`src/rtl/blackjack_bet_ledger.sv`:
```
// Bet/settlement sequencer for blackjack_game_ram: runs read-modify-write passes over
// balance (0), bet (1) and the card counts (2/3), one command at a time.
module blackjack_bet_ledger #(
  parameter int CURRENCY_BITS = 16,
  parameter int MAX_BET       = 500
) (
  input  logic                     clk,
  input  logic                     rst,
  input  logic                     cmd_valid,
  output logic                     cmd_ready,
  input  logic [1:0]               cmd_op,
  input  logic [CURRENCY_BITS-1:0] cmd_bet,
  input  logic [1:0]               cmd_outcome,
  output logic [3:0]               ram_addr,
  output logic [CURRENCY_BITS-1:0] ram_write_data,
  output logic                     ram_write_en,
  input  logic [CURRENCY_BITS-1:0] ram_read_data,
  output logic                     done,
  output logic                     error,
  output logic [CURRENCY_BITS-1:0] balance_out
);
  localparam int CB = CURRENCY_BITS;
  localparam logic [CB-1:0] MAX_BET_C = CB'(MAX_BET);

  localparam logic [1:0] OP_PLACE  = 2'd0;
  localparam logic [1:0] OP_SETTLE = 2'd1;
  localparam logic [1:0] OP_NEWRND = 2'd2;

  localparam logic [1:0] OC_LOSE = 2'd0;
  localparam logic [1:0] OC_PUSH = 2'd1;
  localparam logic [1:0] OC_WIN  = 2'd2;

  typedef enum logic [3:0] {
    S_IDLE, S_RD_BET, S_RD_BAL, S_CALC, S_WR_BAL, S_WR_BET, S_CLR_P, S_CLR_D, S_DONE
  } state_t;

  typedef struct packed {
    logic [1:0]    op;
    logic [CB-1:0] bet;
    logic [1:0]    outcome;
  } cmd_t;

  state_t        state, next_state;
  cmd_t          cmd_q;
  logic [CB-1:0] bet_q;
  logic [CB-1:0] new_bal_q;
  logic          err_q;

  // Settlement math: widest credit is 2.5x bet plus balance, so CB+2 bits never overflow.
  logic [CB+1:0] bet_x, credit, sum;
  logic [CB-1:0] settle_bal;
  logic          place_ok, settle_ok, legal;

  always_comb begin
    bet_x = {2'b00, bet_q};
    case (cmd_q.outcome)
      OC_LOSE: credit = '0;
      OC_PUSH: credit = bet_x;
      OC_WIN:  credit = bet_x << 1;
      default: credit = (bet_x << 1) + (bet_x >> 1);
    endcase
    sum        = {2'b00, ram_read_data} + credit;
    settle_bal = (sum[CB+1:CB] != 2'b00) ? '1 : sum[CB-1:0];
    place_ok   = (cmd_q.bet != '0) && (cmd_q.bet <= MAX_BET_C) &&
                 (cmd_q.bet <= ram_read_data) && (bet_q == '0);
    settle_ok  = (bet_q != '0);
    legal      = (cmd_q.op == OP_PLACE) ? place_ok : settle_ok;
  end

  always_comb begin
    next_state = state;
    case (state)
      S_IDLE:
        if (cmd_valid) begin
          case (cmd_op)
            OP_PLACE, OP_SETTLE: next_state = S_RD_BET;
            OP_NEWRND:           next_state = S_CLR_P;
            default:             next_state = S_DONE;
          endcase
        end
      S_RD_BET: next_state = S_RD_BAL;
      S_RD_BAL: next_state = S_CALC;
      S_CALC:   next_state = legal ? S_WR_BAL : S_DONE;
      S_WR_BAL: next_state = S_WR_BET;
      S_WR_BET: next_state = S_DONE;
      S_CLR_P:  next_state = S_CLR_D;
      S_CLR_D:  next_state = S_DONE;
      S_DONE:   next_state = S_IDLE;
      default:  next_state = S_IDLE;
    endcase
  end

  // RAM port is a pure decode of state so nothing glitches onto write_en between passes.
  always_comb begin
    ram_addr       = 4'd0;
    ram_write_en   = 1'b0;
    ram_write_data = '0;
    case (state)
      S_RD_BET: ram_addr = 4'd1;
      S_WR_BAL: begin
        ram_write_en   = 1'b1;
        ram_write_data = new_bal_q;
      end
      S_WR_BET: begin
        ram_addr       = 4'd1;
        ram_write_en   = 1'b1;
        ram_write_data = (cmd_q.op == OP_PLACE) ? cmd_q.bet : '0;
      end
      S_CLR_P: begin
        ram_addr     = 4'd2;
        ram_write_en = 1'b1;
      end
      S_CLR_D: begin
        ram_addr     = 4'd3;
        ram_write_en = 1'b1;
      end
      default: ;
    endcase
  end

  assign cmd_ready = (state == S_IDLE);
  assign done      = (state == S_DONE);
  assign error     = done & err_q;

  always_ff @(posedge clk) begin
    if (rst) begin
      state       <= S_IDLE;
      cmd_q       <= '0;
      bet_q       <= '0;
      new_bal_q   <= '0;
      err_q       <= 1'b0;
      balance_out <= '0;
    end else begin
      state <= next_state;
      case (state)
        S_IDLE:
          if (cmd_valid) begin
            cmd_q <= '{op: cmd_op, bet: cmd_bet, outcome: cmd_outcome};
            err_q <= (cmd_op == 2'd3);
          end
        S_RD_BAL: bet_q <= ram_read_data;
        S_CALC: begin
          err_q     <= ~legal;
          new_bal_q <= (cmd_q.op == OP_PLACE) ? ram_read_data - cmd_q.bet : settle_bal;
          if (!legal) balance_out <= ram_read_data;
        end
        S_WR_BAL: balance_out <= new_bal_q;
        default: ;
      endcase
    end
  end
endmodule

```
`config.mk`:
```
export PLATFORM = sky130hd
export DESIGN_NAME = blackjack_bet_ledger
export DESIGN_NICKNAME = d
export VERILOG_FILES = /design/src/rtl/blackjack_bet_ledger.sv
export SDC_FILE = /design/constraint.sdc
export NUM_CORES = 1
export LEC_CHECK = 0
export CAP_MARGIN = 5
export CORE_UTILIZATION = 59
export DETAILED_ROUTE_END_ITERATION = 8
export PLACE_DENSITY = 0.85
export REMOVE_ABC_BUFFERS = 1
export SLEW_MARGIN = 20
export SYNTH_ARGS = -nofsm -noshare
export SYNTH_HDL_FRONTEND = slang
export SYNTH_SLANG_ARGS = --single-unit
```
`constraint.sdc`:
```
create_clock -name clk -period 11.6 [get_ports clk]
set_input_delay 1.74 -clock clk [delete_from_list [all_inputs] [get_ports clk]]
set_output_delay 1.74 -clock clk [all_outputs]
set_load 0.005 [all_outputs]
```
==> metrics.csv <==
stage,metric,value,unit
clock_tree,h-tree-depth,3,
placed_design,dp_hpwl,11.8,mm
global_routing,grt_pass1_wl,26.1,mm
clock_tree,postCtsHoldBufs,0,
sta,finalHoldViolations,0,
global_routing,first_global_vias,5468,
sta,setup_viol,0,
placed_design,place_congestion,0.932,
routing,vias,5749,
placed_design,portBuffers,76,
status,status,finished clean,
layout,final.fill_count,763,
logic_synthesis,yosys_warnings,0,
global_routing,grt_antenna_before_repair,0,
logic_synthesis,synthArstFlopShare,0,%
worst_setup_path,critPathMaxFanout,13,
logic_synthesis,syn_area,5640,sq um
routing,drt_iter0_markers,260,
worst_setup_path,crit_required,11.78,ns
sta,period_minus_slack,5.48,ns
power,ir_drop,0.0000714,V
logic_synthesis,yosysTopAreaCellShare,25.9,%
global_routing,grt_max_degree,61,
floorplan,core_area,9240,sq um
floorplan,die_x,99.8,um
sta,clock-skew-final,0.00988,ns
layout,fin_cells,938,
layout,drive_gt1_share,3.83,%
logic_synthesis,synth_seq_cells,73,
sta,max_freq,183,MHz
logic_synthesis,yosysUniqueCellTypes,57,
logic_synthesis,syn_inst,753,
floorplan,start_util,61.1,%
clock_tree,cts.path.max_buffers,2,
logic_synthesis,ys.flop_type,dfxtp_1,
layout,diodes,0,
sta,whs,0.466,ns
global_routing,grt_overflow,0,
worst_setup_path,critical_path_class,reg2reg,
routing,wire_per_inst,17.0,um
sta,rsz0062_at_grt,false,
clock_tree,root_buffer,clkbuf_8,
clock_tree,clkLatencyLatePin,0.35,ns
layout,area_growth,18.0,%
logic_synthesis,ys_seq_area_share,25.9,%
clock_tree,cts_resized,0,
routing,antenna_left,0,
floorplan,dieArea,9960,sq um
logic_synthesis,syn_area_per_cell,7.49,sq um
clock_tree,post-cts-setup-buffers,0,
clock_tree,cts_made_buffers,9,
clock_tree,cts.sinks,73,
worst_setup_path,crit_path_end_kind,flop,
logic_synthesis,synth.largest_area_cell,dfxtp_1,
sta,fin_crit_sh,47.2,%
layout,layout_common_cells,"127 x nand2_1, 75 x clkdlybuf4s50_1, 73 x dfxtp_1",
job,max_cap_viol_count,0,
placed_design,place_inst,923,
layout,nNetsFinal,893,
sta,maxSlewViolCount,0,
clock_tree,cts.reportedPaths.clkPinSlew,0.08,ns
clock_tree,cts_tree,built,
worst_setup_path,start_kind,flop,
min_path,min_path_type,reg2reg,
sta,setup_tns,0,ns
sta,max-slew-margin-rel,22.7,%
floorplan,die_h,99.8,um
power,leakage,2.75,nW
logic_synthesis,synth_edf_count,0,
layout,layout_commonest_cell,nand2_1,
sta,worst_pin_slew,1.15,ns
floorplan,rows,35,
worst_setup_path,cp.arrival,5.66,ns
routing,vias_per_cell,6.13,
logic_synthesis,synth_area_leaders,"dfxtp_1 26%, ha_1 10%, nand2_1 8.4%, a21oi_1 6.4%, o21ai_0 4.2%",
routing,drt-total-wl,16.0,mm
power,power-per-cell-area,122,nW/um^2
routing,drc,0,
floorplan,io_pins,79,
routing,first_pass_iters,5,
global_routing,grt_use_total,32.8,%
[cell usage after synthesis (all sizes together) (2+ instances only)]
cell / n
nor2: 53
nand2b: 6
or3: 4
nor4: 6
a2111oi: 3
dfxtp: 73
nor2b: 9
o211ai: 5
ha: 46
o21ai: 47
a31oi: 4
o311ai: 3
o21a: 11
nand3: 11
buf: 5
mux2i: 20
or2: 4
nor3: 27
xnor2: 23
o31a: 2
inv: 30
and3: 5
nand2: 127
mux2: 5
a311oi: 2
a211oi: 27
fa: 3
a21o: 15
a22o: 26
and4: 4
o21bai: 5
and2: 8
clkbuf: 33
xor2: 11
a21oi: 72
[per-layer routing]
| layer | routed length [um] | up-vias | global-route usage (%) |
|---|---|---|---|
| met2 | 7600 | 214 | 55.9 |
| met3 | 937 | 34 | 5.64 |
| met5 | 0 | - | 0 |
| met1 | 6950 | 2701 | 41.3 |
| li1 | - | 2800 | - |
| met4 | 480 | 0 | 12.6 |
[worst max-delay path, cell delays in order (launching register included)]
cell and delay, ns:
dfxtp_1 0.47, ha_1 0.30, a211oi_1 0.36, o211ai_1 0.16
and3_1 0.24, or2_2 0.28, a21oi_1 0.18, xnor2_1 0.08
mux2_2 0.26, a22o_1 0.19, ha_1 0.35, a211oi_1 0.28
nor2_1 0.10, o31a_1 0.25, a311oi_1 0.43, o21bai_1 0.14
xnor2_1 0.15, a31oi_1 0.10, buf_4 0.21, nor3_1 0.56
a2111oi_0 0.22
[power by group]
part | switching, mW | total (mW) | internal [mW]
Combinational | 0.164 | 0.289 | 0.125
Sequential | 0.0362 | 0.312 | 0.276
Clock | 0.0995 | 0.210 | 0.110
[path summary, 6_finish.rpt]
check               start           end  slack, ns  depth (start not counted)
max              bet_q[3]  new_bal_q[6]       6.12                         20
min          new_bal_q[1]  new_bal_q[1]       0.47                          2
max reg2reg      bet_q[3]  new_bal_q[6]       6.12                         20
min reg2reg  new_bal_q[1]  new_bal_q[1]       0.47                          2
[cells by family (layout without fill, tap and decap cells)]
kind of cell    count (synthesis)  in the layout  synth area share, %
buf+inv                        68            123                 4.75
compound gates                234            234                 26.9
mux                            25             25                 4.55
other cells                     1              2               0.0665
flops                          73             73                 25.9
fa+ha+maj                      49             49                 11.3
simple gates                  269            269                 21.3
xor+xnor                       34             34                 5.28
[layout make-up]
type	instances	area (sq um)	share of cell area (%)
clock inverters	4	51.3	0.771
repair buffers	78	773	11.6
inverters	30	113	1.69
multi-input cells	613	3950	59.3
well taps	129	161	2.42
clock buffers	11	151	2.27
flip-flops and latches	73	1460	22.0
[registers in the layout, summed over array words and instances, names as in the netlist]
register,flops
balance_out,16
bet_q,16
cmd_q,20
err_q,1
new_bal_q,16
state,4
[stage by stage]
step	setup slack, ns	utilization [%]	power, mW	area (sq um)
final	6.12	72.0	0.811	6660
after CTS	6.24	71.9	0.804	6640
after global placement	6.37	69.7	0.588	6440
after detailed placement	6.20	69.7	0.598	6440
after floorplan	6.76	-	0.494	5490
after global routing	5.82	72.0	0.857	6660
Power figures use the tool's default switching activity.
